### src/rtl/lifo_stack.sv
// rtl/lifo_stack.sv - parameterised LIFO stack with peek, replace and sticky error flags
//
// Ports:
//   clk        - clock, all state changes on rising edge
//   rst        - synchronous active-high reset
//   clr        - synchronous stack clear (below rst, above push/pop)
//   push, din  - push request and data
//   pop        - pop request
//   dout       - registered popped data, holds until next accepted pop
//   dout_valid - one-cycle pulse per accepted pop
//   top        - combinational peek of the top entry (0 when empty)
//   count      - number of stored entries, 0..DEPTH
//   full/empty - derived from count
//   ovf_err    - sticky: push attempted while full
//   unf_err    - sticky: pop attempted while empty
module lifo_stack #(
  parameter int DATA_W = 8,
  parameter int ADDR_W = 4
) (
  input  logic              clk,
  input  logic              rst,
  input  logic              clr,
  input  logic              push,
  input  logic              pop,
  input  logic [DATA_W-1:0] din,
  output logic [DATA_W-1:0] dout,
  output logic              dout_valid,
  output logic [DATA_W-1:0] top,
  output logic [ADDR_W:0]   count,
  output logic              full,
  output logic              empty,
  output logic              ovf_err,
  output logic              unf_err
);

  localparam int DEPTH = 1 << ADDR_W;
  localparam logic [ADDR_W:0] DEPTH_CNT = DEPTH[ADDR_W:0];
  localparam logic [ADDR_W:0] ONE_CNT   = {{ADDR_W{1'b0}}, 1'b1};
  localparam logic [ADDR_W-1:0] ONE_PTR = {{(ADDR_W-1){1'b0}}, 1'b1};

  logic [DATA_W-1:0] mem_q [DEPTH];

  logic [ADDR_W:0]   count_q, count_d;
  logic [DATA_W-1:0] dout_q, dout_d;
  logic              dout_valid_q, dout_valid_d;
  logic              ovf_q, ovf_d;
  logic              unf_q, unf_d;

  logic              mem_we;
  logic [ADDR_W-1:0] mem_waddr;
  logic [ADDR_W-1:0] wr_ptr;
  logic [ADDR_W-1:0] top_ptr;
  logic [DATA_W-1:0] top_val;

  // Low bits of count address the next free slot; when count == DEPTH they
  // wrap to 0, so subtracting one lands on DEPTH-1, the true top.
  assign wr_ptr  = count_q[ADDR_W-1:0];
  assign top_ptr = wr_ptr - ONE_PTR;
  assign full    = (count_q == DEPTH_CNT);
  assign empty   = (count_q == '0);
  assign top_val = mem_q[top_ptr];
  assign top     = empty ? '0 : top_val;

  always_comb begin
    count_d      = count_q;
    dout_d       = dout_q;
    dout_valid_d = 1'b0;
    ovf_d        = ovf_q;
    unf_d        = unf_q;
    mem_we       = 1'b0;
    mem_waddr    = wr_ptr;

    if (clr) begin
      count_d = '0;
      dout_d  = '0;
      ovf_d   = 1'b0;
      unf_d   = 1'b0;
    end else begin
      unique case ({push, pop})
        2'b10: begin
          if (full) begin
            ovf_d = 1'b1;
          end else begin
            mem_we  = 1'b1;
            count_d = count_q + ONE_CNT;
          end
        end
        2'b01: begin
          if (empty) begin
            unf_d = 1'b1;
          end else begin
            dout_d       = top_val;
            dout_valid_d = 1'b1;
            count_d      = count_q - ONE_CNT;
          end
        end
        2'b11: begin
          if (empty) begin
            // Pop half is rejected; push half proceeds into slot 0.
            unf_d   = 1'b1;
            mem_we  = 1'b1;
            count_d = ONE_CNT;
          end else begin
            // Replace: old top goes out, new data overwrites it in place.
            dout_d       = top_val;
            dout_valid_d = 1'b1;
            mem_we       = 1'b1;
            mem_waddr    = top_ptr;
          end
        end
        default: ;
      endcase
    end
  end

  always_ff @(posedge clk) begin
    if (rst) begin
      count_q      <= '0;
      dout_q       <= '0;
      dout_valid_q <= 1'b0;
      ovf_q        <= 1'b0;
      unf_q        <= 1'b0;
    end else begin
      count_q      <= count_d;
      dout_q       <= dout_d;
      dout_valid_q <= dout_valid_d;
      ovf_q        <= ovf_d;
      unf_q        <= unf_d;
    end
  end

  // Storage has no reset; writes are suppressed while rst is high.
  always_ff @(posedge clk) begin
    if (!rst && mem_we) begin
      mem_q[mem_waddr] <= din;
    end
  end

  assign count      = count_q;
  assign dout       = dout_q;
  assign dout_valid = dout_valid_q;
  assign ovf_err    = ovf_q;
  assign unf_err    = unf_q;

endmodule

### config.mk
export PLATFORM = sky130hd
export DESIGN_NAME = lifo_stack
export DESIGN_NICKNAME = d
export VERILOG_FILES = /design/src/rtl/lifo_stack.sv
export SDC_FILE = /design/constraint.sdc
export NUM_CORES = 1
export LEC_CHECK = 0
export ABC_AREA = 0
export ABC_CLOCK_PERIOD_IN_PS = 4000
export BUFFER_PORTS_ARGS = -buffer_cell sky130_fd_sc_hd__buf_2
export CAP_MARGIN = 20
export CORE_ASPECT_RATIO = 1.4
export CORE_MARGIN = 4
export CORE_UTILIZATION = 55
export DETAILED_ROUTE_END_ITERATION = 16
export PLACE_DENSITY = 0.78
export SYNTH_ARGS = -nofsm -noshare
export SYNTH_HDL_FRONTEND = slang
export SYNTH_SLANG_ARGS = --single-unit
### constraint.sdc
create_clock -name clk -period 4 [get_ports clk]
set_input_delay 0.8 -clock clk [delete_from_list [all_inputs] [get_ports clk]]
set_output_delay 0.8 -clock clk [all_outputs]
set_load 0.01 [all_outputs]
# Word level (Yosys, flattened, before mapping)
# Memory sizes are Yosys's and may differ from the RTL's.
# Index checks and enable logic that the tools add are counted.
# Widths: inputs -> output; s select.
# word_totals
ff_bits	16
wordCells	43
inputBits	13
latchBits	0
memories	1
ramBits	128
romBits	0
# classes
n_bitwise	2
muxes	14
shift	0
mul	0
n_addsub	3
n_eq_ne	7
magnitude_cmp	0
reduce_logical	11
div	0
# mem_list
memory	depth	word_bits	read_ports	rd_ports_with_merged_regs	wr	line_no	text
mem_q	16	8	1	0	1	41	logic [DATA_W-1:0] mem_q [DEPTH];
# op_table
op	n
$mux 5	3
$pmux 5 s3	1
$mux 4	3
$mux 8	1
$ne 2x2->1 const B	3
$reduce_and 2->1	3
$add 5x1->5 const B	1
$eq 5x5->1 const B	1
$logic_not 5->1	1
$mux 1	5
$sub 5x1->5 const B	1
$eq 2x2->1 const B	2
$reduce_and 4->1	1
$reduce_or 2->1	2
$sub 4x1->4 const B	1
$reduce_bool 3->1	1
$reduce_or 3->1	1
$eq 2x1->1 const B	1
$not 1->1	2
$pmux 1 s2	1
$logic_and 1x1->1	1
$logic_not 1->1	1

# Logic depth before layout (Yosys ltp)
# Gate-level depths: netlist of the first run.
# logic_depth
depth_word	7
depth_mapped	11
mapped_depth_nobuf	9

# Worst setup path after synthesis of the first run
# Ideal clock, no wire load.
# synth_path
path_kind	register -> output
start	register count_q[0] (netlist: count[0])
end	output port top[3]
slack_ns	0.847
arrival_time_ns	2.353
stages_incl_launch_ff	11
path_buffers	5
required_ns	3.200
path_cell_list	dfxtp_1 > buf_6 > buf_6 > inv_1 > ha_1 > buf_4 > buf_4 > buf_2 > mux4_2 > mux2i_1 > a211oi_1
# synth_via
elab_chain_cells	3
word_cells_on_any_way	4
# synth_rtl
element	line_no	text
from (decl)	43	logic [ADDR_W:0] count_q, count_d;
from (signal assigned)	124	count_q <= count_d;
$sub 4x1->4	58	assign top_ptr = wr_ptr - ONE_PTR;
$mem_v2 16x8	--	
$mux 8 (*)	62	assign top = empty ? '0 : top_val;
to (decl)	28	output logic [DATA_W-1:0] top,
# Every way passes the cells marked *; elsewhere a longest branch is shown, timed or not.

# Final worst setup path of the first run
# layout_path
start	register count_q[1] (netlist: count[1])
end	output port top[0]
# The elaborated chain is that of the path after synthesis.

==> results, run 1 <==
- The number of hold-repair buffers added at the cts stage is 0.
- After clock tree synthesis, the clock-pin slew on the worst setup and hold paths is 0.06 ns.
- Global routing finished with a remaining overflow of 0.
- For this run, the top clock speed supported by timing is 268 MHz.
- At the worst endpoint, the required time is 3.20 ns.
- The iteration-0 DRC count of the detailed router is 283.
- The HPWL after detailed placement is 8.15 mm.
- The setup slack of the most critical reg-to-reg path is 0.94 ns.
- In this run the vertical extent of the chip is 133 um.
- For this run, the slowest stage of the critical path takes 0.69 ns.
- In the global route stage, met3 resource usage came out at 5.75%.
- Across all layers, the routed design uses 3393 vias.
- The startpoint of the worst setup timing path is count[1].
- Counting flops with an async set or reset pin after synthesis yields a share of 0%.
- The layout-stage area growth over the synthesis result is 15.3%.
- The slowest cell on the critical path is sky130_fd_sc_hd__ha_2.
- After synthesis the netlist holds a flip-flop and latch count of 144.
- The number of nets in the final layout is 433.
- The endpoint of the worst setup timing path is top[0].
- Of the synthesized area, sequential elements account for 68.1%.
- The Yosys step of the flow raised 0 warnings.
- The initial utilization of the core area, before any placement, comes to 56.3%.
- The leading cell type in the layout, fill and taps excluded is sky130_fd_sc_hd__edfxtp_1.
- The clock insertion delay at the later pin of the skew report is 0.42 ns.
- The max-slew violation total from the final report is 0.
- The quantity of I/O buffers inserted on ports is 38.
- The number of global-route vias before repair is 3488.
- The setup path with the least slack is of type reg -> out.
- The total power consumption of the routed design is 3.42 mW.
- The residual DRC count is 0.
- Entering global routing, the biggest net connects 40 pins.
- The summed instance area of the synthesized netlist is 6110 um2.
- The number of antenna diodes in the final layout is 0.
- The synthesized instance count is 358.
- The global routing's busiest layer is met2.
- In this run the standard cell core region covers 10900 um2.
- The first detailed-routing pass took 5 iterations.
- The die covers 12900 um2.
- Along the worst path, the maximum fanout reaches 21.
- STA classifies the critical path endpoint as an output pin.
- The H-tree depth is 4.
- The width of the chip is 97.1 um.
- The met2 demand-to-capacity share in global routing is 34.8%.
- The most frequently used flop master after synthesis is sky130_fd_sc_hd__edfxtp_1.
- 39 I/O pins were placed.
- Of the cells placed in the final design, the portion with a size suffix greater than 1 is 32.3%.
- The count of endpoints failing hold in the final timing report is 0.
- The TritonCTS clock tree is yes.
- The maximum clock insertion buffer count is 2.
- The static leakage power is 2.42 nW.
- After detailed routing, the total wire length is 12.3 mm.
- The flow ran to the end, and the final reports show no timing, DRC or antenna violations.
- Each instance of the synthesized netlist takes up on average 17.1 um2.
- The count of nets left with antenna violations once routing finished came out at 0.
- The number of flops mapped to enable cells by yosys is 128.
- The post-placement cell area is 6480 um2.
- The measured slew at the worst slew-check pin is 0.690 ns.
- Setup total negative slack on the finished layout was measured at 0 ns.
- The distinct cell type count after synthesis is 49.
- Measured in cells, the most critical reg-to-reg path has a length of 9.
- Data arrives at the worst endpoint at 2.93 ns.
- The root buffer selected by CTS is sky130_fd_sc_hd__clkbuf_16.
- Setup violations remaining at the end of the flow were counted as 0.
- The count of standard-cell rows is 45.
- The worst flop-to-flop path endpoint is mem_q[13][0].
- VDD sags by at most 0.000302 V.
- The post-synth net total is 377.
- The wire length of the first global-routing pass is 19.4 mm.
- In this run the critical register-to-register path is launched from count[1].
- In this run the power density over the cells is 486 nW/um2.
- The number of gates resized after CTS was 1.
- The final critical delay including setup and external delays is 3.73 ns.
- The number of clock buffers inserted by TritonCTS is 17.
- Buffers added to address setup during post-CTS repair amount to 0.
- The final worst clock skew is 0.0102 ns.
- The worst slew margin relative to its limit is 54.0%.
- After detailed routing, the number of vias per cell comes to 5.97.
- Counting every sink on the clock net gives 144.
- The routability congestion estimate from global placement is 0.799.
- Setup repair after global routing left no endpoint under its margin.
- The number of antenna violations at the first check in global routing is 0.
- For this run, global-route usage on met1 was measured as 24.9%.
- The summed area of non-filler cells in the final layout is 7050 um2.
- The min-delay analysis places its worst path in the category reg -> reg.
- The wire length per cell after detailed routing is 21.7 um.
- Global routing consumed, over all layers together, 20.3% of the routing resources.
- The ratio of final minimum period to clock period is 93.2%.
- The top cell types in the final layout, fill and taps aside, are sky130_fd_sc_hd__edfxtp_1, sky130_fd_sc_hd__buf_2, sky130_fd_sc_hd__mux4_2.
- The number of max-cap violations is 0.
- The critical path goes through inv_1 -> ha_2 -> buf_4 -> mux4_2 -> mux2i_1 -> a211oi_1 -> buf_2.
- The element type at the critical path start is a register.
## how the worst min path moves through the flow
stage          cells after the start  slack [ns]      end    start
4_1_cts                            2        0.46  dout[0]  dout[0]
2_1_floorplan                      2        0.48  dout[0]  dout[0]
5_1_grt                            2        0.48  dout[2]  dout[2]
3_3_place_gp                       2        0.44  dout[4]  dout[4]
3_5_place_dp                       2        0.45  dout[0]  dout[0]
6_report                           2        0.46  dout[0]  dout[0]
## layout make-up
cell class                      count  area (um2)
Multi-Input combinational cell    183        1760
Timing Repair Buffer               59         348
Inverter                            9        33.8
Sequential cell                   144        4170
Clock inverter                     12         100
Clock buffer                       20         468
Fill cell                         720        3820
Tap cell                          141         176
## where the power goes
part	internal [mW]	switching, mW
Clock	0.859	0.613
Combinational	0.120	0.181
Sequential	1.65	0.00633
Total	2.62	0.801
## critical path, delay by kind of cell (launching register included)
family	cells	cell delay, ns
buffers and inverters	3	0.66
flip-flops	1	0.46
adder cells (fa/ha/maj)	1	0.69
multiplexers	2	0.30
AO/OA/AOI/OAI	1	0.39
## synthesized netlist by cell type (all sizes together) (2+ instances only)
cell,count,area share (%)
a211o,8,1.1
a211oi,17,2.4
a21o,2,0.25
a21oi,16,1.4
and2b,4,0.49
buf,20,2.6
clkbuf,2,0.12
dfxtp,16,5.2
edfxtp,128,63
ha,5,1.0
inv,9,0.55
mux2i,8,1.3
mux4,33,12
nand2,18,1.2
nand3,5,0.41
nor2,28,1.7
nor2b,5,0.51
nor3,3,0.33
o211ai,3,0.37
o21ai,6,0.49
o22ai,2,0.20
xnor2,3,0.43
## metrics by stage
stage | hold WS, ns | util, % | instances | setup slack, ns
final | 0.456 | 64.9 | 568 | 0.271
after floorplan | 0.481 | - | 358 | 0.847
after CTS | 0.456 | 64.9 | 568 | 0.233
after detailed placement | 0.448 | 59.6 | 536 | 0.441
after global routing | 0.479 | 64.9 | 568 | 0.0661
after global placement | 0.441 | 59.6 | 536 | 0.529
## metal layers
| metal | vias to the layer above | routed length (um) |
|---|---|---|
| li1 | 1547 | - |
| met5 | - | 0 |
| met1 | 1706 | 4710 |
| met4 | 0 | 231 |
| met2 | 123 | 6670 |
| met3 | 17 | 722 |
## logic make-up (layout without fill, tap and decap cells)
family	Yosys count	count (layout)	share of synthesized area (%)
muxes	41	41	13.5
and+or+nand+nor	70	70	5.59
adders and majority gates	6	6	1.35
xor gates and xnor gates	4	4	0.696
buffers and inverters	31	100	3.30
AOI/OAI and AO/OA	62	62	7.49
DFF	144	144	68.1
## sequential cells by signal (all words and copies together) (netlist names)
| register | count |
|---|---|
| ovf_err | 1 |
| mem_q | 128 |
| dout_valid | 1 |
| unf_err | 1 |
| count | 5 |
| dout | 8 |
Power figures use the tool's default switching activity.
==> run 2: changes to the inputs <==
ABC_CLOCK_PERIOD_IN_PS = 4500   (was 4000)
clock period = 4.5 ns   (was 4 ns; I/O delays follow)
==> run 2 against run 1 <==
Worst setup slack improved by 0.18 ns. Core utilization fell by 0.64 points. Wire length decreased by 0.78%. Total power down 7.2%. Clock-buffer cell count unchanged. Flip-flop and latch count is the same. Clock skew decreased by 0.0034 ns. Critical endpoint is now top[1]. Combinational power fell by 10%. Critical path depth unchanged.
==> results, run 2 (synthesis results as in run 1) <==
- The number of vias per cell after detailed routing is 6.14 (+2.7%).
- The maximum clock insertion buffer count came to 2 (unchanged).
- The final critical delay including setup and external delays is 4.05 ns.
- The count of standard-cell rows is 45 (unchanged).
- The routability congestion estimate from global placement is 0.808 (+1.2%).
- The summed area of non-filler cells in the final layout is 6980 um2 (-0.99%).
- The element type at the critical path start is a register.
- Setup repair after global routing left no endpoint under its margin.
- The register clock-pin slew on the reported worst setup and hold paths came to 0.06 ns (about the same).
- The arrival time of the worst setup path came to 3.15 ns (+0.22 ns).
- The flow ran to the end, and the final reports show no timing, DRC or antenna violations.
- The max-slew violation total from the final report is 0 (unchanged).
- The kind of cell with the highest combined delay on the critical path is adder cells.
- The endpoint of the worst hold path is dout[1].
- The wire length of the first global-routing pass is 19.4 mm (-0.36%).
- The startpoint identified for the worst hold timing path is dout[1].
- The clock insertion delay at the later pin of the skew report was 0.42 ns (about the same).
- The number of detailed-routing iterations run before antenna repair is 6 (+1).
- The post-placement cell area came to 6370 um2 (-1.7%).
- The overall global routing resource usage was 20.0% (-0.26 points).
- The static leakage power came to 2.37 nW (-1.9%).
- The number of cell instances on the worst register-to-register path came to 8 (-1).
- The share of post-route cells with drive strength above 1 was 29.6% (-2.7 points).
- The top cell types in the final layout, fill and taps aside, are sky130_fd_sc_hd__edfxtp_1, sky130_fd_sc_hd__buf_2, sky130_fd_sc_hd__mux4_2.
- The number of antenna violations at the first check in global routing is 0 (unchanged).
- The area taken by flip-flops and latches was 4170 um2 (unchanged).
- The number of nets in the final layout is 418 (-3.5%).
- The worst register-to-register path begins at count[1].
- The setup slack of the most critical reg-to-reg path is 1.16 ns (+0.22 ns).
- The starting utilization of the core area is 56.3% (unchanged).
- The power per standard cell area is 455 nW/um2 (-6.2%).
- The wire length per cell after detailed routing is 22.1 um (+1.9%).
- The number of global-route vias before repair came to 3472 (-0.46%).
- The quantity of I/O buffers inserted on ports is 38 (unchanged).
- The number of failing setup endpoints in the final timing report is 0 (unchanged).
- The final worst clock skew is 0.00680 ns (-0.00338 ns).
- STA classifies the critical path endpoint as an output pin.
- The width of the chip is 97.1 um (unchanged).
- The most critical setup path has its startpoint at count[1].
- The post-cts gate resize count is 0 (-1).
- The biggest cell delay along the critical path is 0.79 ns (+0.10 ns).
- The overall overflow remaining after global route is 0 (unchanged).
- The number of flip-flops under the largest register name was 128 (unchanged).
- The largest fanout of any net on the critical path was 17 (-19%).
- The total number of cells along the worst setup path is 7 (unchanged).
- The vias after detailed routing came to 3394 (+0.029%).
- The iteration-0 DRC count of the detailed router was 234 (-17%).
- The HPWL after detailed placement came to 7.92 mm (-2.9%).
- The total inserted antenna cells is 0 (unchanged).
- The signal on the critical path passes through inv_1 -> ha_1 -> buf_4 -> mux4_2 -> mux2i_1 -> a211oi_1 -> buf_2.
- The largest net degree at the start of global routing came to 40 (unchanged).
- The H-tree depth came to 4 (unchanged).
- The residual DRC count is 0 (unchanged).
- After layout, the worst path uses 90.0% of the clock period.
- TritonCTS built the clock tree.
- The required time at the endpoint of the critical path came to 3.60 ns (+0.40 ns).
- The measured slew at the worst slew-check pin came to 0.970 ns (+0.281 ns).
- The number of cells on the worst hold path is 2 (unchanged).
- The library cell used most frequently in the layout, excluding fill and tap cells, is sky130_fd_sc_hd__edfxtp_1.
- The total negative slack was 0 ns (unchanged).
- The type of the worst min-delay path is reg -> reg.
- The number of buffers inserted to repair setup after CTS is 0 (unchanged).
- The total wire length is 12.2 mm (-0.78%).
- The number of nets with antenna violations after detailed routing is 0 (unchanged).
- The multi-input combinational cell area came to 1760 um2 (-0.14%).
- The slowest stage of the critical path is the sky130_fd_sc_hd__ha_1 cell.
- The clock sink count is 144 (unchanged).
- The worst ir drop on vdd was 0.000346 V (+14%).
- From synthesis to final layout, the design area changed by 14.2%.
- Based on the critical path, the design can be clocked at up to 247 MHz.
- The worst path buffer plus inverter count is 3 (unchanged).
- The number of top-level design ports came to 39 (unchanged).
- The die boundary height is 133 um (unchanged).
- The count of fill cells added during filler insertion came to 737 (+2.4%).
- The number of clock buffers inserted by TritonCTS came to 17 (unchanged).
- The root buffer cell chosen for the clock tree is sky130_fd_sc_hd__clkbuf_16.
- The count of endpoints failing hold in the final timing report is 0 (unchanged).
- The register with the most flip-flops is mem_q.
- The number of max-cap violations is 0 (unchanged).
- The worst slew margin relative to its limit came to 35.1% (-19 points).
- The die footprint is 12900 um2 (unchanged).
- The worst flop-to-flop path endpoint is mem_q[13][4].
- The number of hold-repair buffers added at the cts stage was 0 (unchanged).
- The worst setup path is of the reg -> out kind.
- The area inside the core boundary is 10900 um2 (unchanged).
run 2: changes by cell type in the layout (fill, tap and decap cells not counted), sizes merged:
cell,previous run,this run
clkinvlp,5,1
clkinv,2,6
inv,14,11
bufinv,0,3
buf,59,44
run 2: worst register-to-register path, stage by stage (launching register included):
cell and delay, ns:
sky130_fd_sc_hd__dfxtp_1 0.38, sky130_fd_sc_hd__inv_1 0.18, sky130_fd_sc_hd__ha_1 0.22, sky130_fd_sc_hd__or4b_1 0.62, sky130_fd_sc_hd__inv_2 0.30, sky130_fd_sc_hd__o21ai_1 0.14, sky130_fd_sc_hd__o22ai_1 0.19, sky130_fd_sc_hd__nand2_1 0.16
sky130_fd_sc_hd__nor2_1 0.77
run 2: where the power goes:
| part | switching [mW] | total, mW | internal [mW] |
|---|---|---|---|
| logic | 0.165 | 0.271 | 0.106 |
| registers | 0.00528 | 1.47 | 1.46 |
| clock network | 0.536 | 1.44 | 0.904 |
run 2: worst max-delay path by stage:
stage                        end  slack, ns
after floorplan           top[3]       1.25
after global placement    top[6]       1.03
after detailed placement  top[1]       0.91
after CTS                 top[1]       0.46
after global routing      top[1]       0.27
final                     top[1]       0.45
run 2: final cells by class:
cell class | count | area share [%]
Tap cell | 141 | 2.53
Clock inverter | 12 | 2.24
Sequential cell | 144 | 59.7
Inverter | 9 | 0.484
Multi-Input combinational cell | 183 | 25.2
Clock buffer | 20 | 6.54
Timing Repair Buffer | 44 | 3.37
run 2: routing by layer:
metal | up-vias | track usage [%] | wire length, um
li1 | 1505 | - | -
met1 | 1726 | 24.5 | 4780
met2 | 140 | 34.2 | 6400
met3 | 23 | 5.06 | 794
met4 | 0 | 7.96 | 259
met5 | - | 0 | 0
run 2: per-stage QoR:
stage	power (mW)	std cells	hold WS (ns)	util, %	setup slack, ns
after floorplan	1.70	358	0.481	-	1.25
after global placement	1.76	521	0.441	58.6	1.03
after detailed placement	1.76	521	0.450	58.6	0.911
after CTS	3.19	553	0.458	64.2	0.459
after global routing	3.28	553	0.484	64.2	0.274
final	3.18	553	0.456	64.2	0.449
==> run 3: changes to the inputs <==
ABC_CLOCK_PERIOD_IN_PS = 3900   (was 4500)
CORE_UTILIZATION = 40   (was 55)
PLACE_DENSITY = 0.61   (was 0.78)
clock period = 3.9 ns   (was 4.5 ns; I/O delays follow)
==> run 3 against run 2 <==
Global-route usage down 4.4 points. Hold slack worse by 0.0022 ns. Cell count up 11%. Register-to-register slack worse by 0.45 ns. Combinational power up 20%. Clock power up 8%.
==> results, run 3 (synthesis results as in run 1) <==
- The number of global-route vias before repair is 3435 (-1.1%).
- Counting flops per register, the top entry is mem_q.
- The required time at the endpoint of the critical path was 3.12 ns (-0.48 ns).
- The power per standard cell area is 504 nW/um2 (+11%).
- Setup repair after global routing left no endpoint under its margin.
- The leading cell type in the layout, fill and taps excluded is sky130_fd_sc_hd__edfxtp_1.
- The clock insertion delay at the later pin of the skew report is 0.42 ns (about the same).
- In this run the critical register-to-register path is captured at mem_q[13][1].
- The worst path buffer plus inverter count came to 3 (unchanged).
- The type of the worst min-delay path is reg -> reg.
- The wire length per cell after detailed routing is 21.1 um (-4.6%).
- The overall global routing resource usage is 15.6% (-4.4 points).
- The number of clock buffers inserted by TritonCTS is 17 (unchanged).
- The overall overflow remaining after global route came to 0 (unchanged).
- The register clock-pin slew on the reported worst setup and hold paths is 0.06 ns (about the same).
- The library cells used most frequently in the layout, excluding fill and tap cells, are sky130_fd_sc_hd__edfxtp_1, sky130_fd_sc_hd__buf_2, sky130_fd_sc_hd__mux4_2.
- The final worst clock skew came to 0.0103 ns (+0.00353 ns).
- The biggest cell delay along the critical path is 0.48 ns (-0.31 ns).
- The residual DRC count was 0 (unchanged).
- The clock sink count is 144 (unchanged).
- The maximum clock insertion buffer count is 2 (unchanged).
- The total inserted antenna cells was 0 (unchanged).
- The number of cells on the worst hold path is 2 (unchanged).
- The count of endpoints failing hold in the final timing report is 0 (unchanged).
- The iteration-0 DRC count of the detailed router is 253 (+8.1%).
- The total negative slack is 0 ns (unchanged).
- The count of fill cells added during filler insertion came to 1275 (+73%).
- The area inside the core boundary is 15000 um2 (+38%).
- The starting utilization of the core area was 40.8% (-15 points).
- The HPWL after detailed placement was 8.61 mm (+8.7%).
- The element type at the critical path start is a register.
- The number of hold-repair buffers added at the cts stage is 0 (unchanged).
- The startpoint identified for the worst register-to-register timing path is count[1].
- The hold path startpoint is dout[1].
- The worst hold path terminates at dout[1].
- The number of failing setup endpoints in the final timing report is 0 (unchanged).
- The kind of cell with the highest combined delay on the critical path is buffers and inverters.
- The largest net degree at the start of global routing came to 40 (unchanged).
- The share of post-route cells with drive strength above 1 came to 31.7% (+2.1 points).
- The layout-stage area growth over the synthesis result is 16.2%.
- The number of top-level design ports was 39 (unchanged).
- The quantity of I/O buffers inserted on ports was 38 (unchanged).
- The worst ir drop on vdd was 0.000283 V (-18%).
- The largest fanout of any net on the critical path was 15 (-2).
- The number of antenna violations at the first check in global routing came to 0 (unchanged).
- The number of buffers inserted to repair setup after CTS was 0 (unchanged).
- The number of flip-flops under the largest register name is 128 (unchanged).
- The worst slew margin relative to its limit is 45.0% (+10 points).
- The worst path setup slack after routing is 0.362 ns (-0.0871 ns).
- The highest clock frequency the design can meet is 283 MHz.
- The setup slack of the most critical reg-to-reg path is 0.71 ns (-0.45 ns).
- TritonCTS built the clock tree.
- The width of the chip came to 112 um (+16%).
- The post-placement worst setup slack is 0.577 ns (-0.334 ns).
- The number of detailed-routing iterations run before antenna repair is 4 (-2).
- The count of standard-cell rows is 53 (+18%).
- The max-slew violation total from the final report is 0 (unchanged).
- The most numerous cell on the critical path is sky130_fd_sc_hd__a211oi_1.
- The number of nets in the final layout is 429 (+2.6%).
- The number of vias per cell after detailed routing is 5.47 (-11%).
- The routability congestion estimate from global placement came to 0.829 (+2.6%).
- The die footprint is 17400 um2 (+35%).
- The vias after detailed routing is 3367 (-0.80%).
- The wire length of the first global-routing pass is 20.1 mm (+3.7%).
- The critical path goes through inv_1 -> ha_1 -> buf_4 -> mux4_2 -> nor2b_1 -> a211oi_1 -> a211oi_1 -> buf_2.
- After layout, the minimum clock period comes to 3.54 ns.
- The H-tree depth came to 4 (unchanged).
- The number of max-cap violations came to 0 (unchanged).
- The flow ran to the end, and the final reports show no timing, DRC or antenna violations.
- On the critical path, the stage with the largest delay is an instance of sky130_fd_sc_hd__dfxtp_1.
- The worst path uses 90.7% of the clock period.
- The measured slew at the worst slew-check pin was 0.822 ns (-0.149 ns).
- The number of cell instances on the worst register-to-register path came to 8 (unchanged).
- The static leakage power is 2.42 nW (+2.2%).
- The cell sitting at the root of the clock tree is a sky130_fd_sc_hd__clkbuf_16.
- The worst setup path is of the reg -> out kind.
- The total wire length is 13.0 mm (+6.1%).
- The number of nets with antenna violations after detailed routing is 0 (unchanged).
- The arrival time of the worst setup path was 2.76 ns (-0.39 ns).
- The die boundary height is 154 um (+16%).
- The nature of the critical path endpoint is an output pin.
## run 3: layer usage
layer | wire (um) | vias to the layer above | global-route usage (%) | share of wire, %
li1 | - | 1528 | - | -
met1 | 5200 | 1714 | 18.4 | 40
met2 | 6920 | 107 | 27.4 | 53
met3 | 543 | 18 | 3.87 | 4.2
met4 | 316 | 0 | 6.01 | 2.4
met5 | 0 | - | 0 | 0
## run 3: worst register-to-register path, cell delays in order, from the launching register on
cell and delay [ns]:
sky130_fd_sc_hd__dfxtp_1 0.39, sky130_fd_sc_hd__inv_1 0.19, sky130_fd_sc_hd__ha_1 0.21, sky130_fd_sc_hd__or4b_1 0.59
sky130_fd_sc_hd__inv_2 0.28, sky130_fd_sc_hd__o21ai_1 0.14, sky130_fd_sc_hd__o22ai_1 0.18, sky130_fd_sc_hd__nand2_1 0.16
sky130_fd_sc_hd__nor2_1 0.69
## run 3: worst max path at each step
stage	from	end	slack, ns	cells after the start
2_1_floorplan	count[0]	top[3]	0.77	10
3_3_place_gp	count[0]	top[6]	0.63	6
3_5_place_dp	count[0]	top[6]	0.58	6
4_1_cts	count[0]	top[6]	0.10	6
5_1_grt	count[1]	top[6]	0.18	8
6_report	count[1]	top[6]	0.36	8
## run 3: timing repair
action / 4_1_cts / 5_1_grt
endpoints found under the hold margin: 0 / 0
setup endpoints to repair: 0 / 1
gates resized for setup: 0 / 1
## run 3: where the power goes
| group | internal [mW] | switching, mW |
|---|---|---|
| Sequential | 1.69 | 0.00617 |
| Combinational | 0.126 | 0.198 |
| Clock | 0.916 | 0.645 |
## run 3: cell type report
cell class	count	area, um2	share of cell area [%]
repair buffers	55	318	4.47
clock inverters	12	92.6	1.30
multi-input cells	183	1770	24.9
flip-flops and latches	144	4170	58.6
well taps	192	240	3.38
inverters	9	33.8	0.475
clock buffers	20	489	6.89
## run 3: metrics by stage
step | hold WS (ns) | utilization [%] | power [mW] | instance area [um2] | cells
after floorplan | 0.481 | - | 1.96 | 6110 | 358
after global placement | 0.442 | 43.5 | 2.04 | 6510 | 583
after detailed placement | 0.445 | 43.5 | 2.05 | 6510 | 583
after CTS | 0.454 | 47.3 | 3.60 | 7090 | 615
after global routing | 0.479 | 47.4 | 3.70 | 7110 | 615
final | 0.454 | 47.4 | 3.58 | 7110 | 615
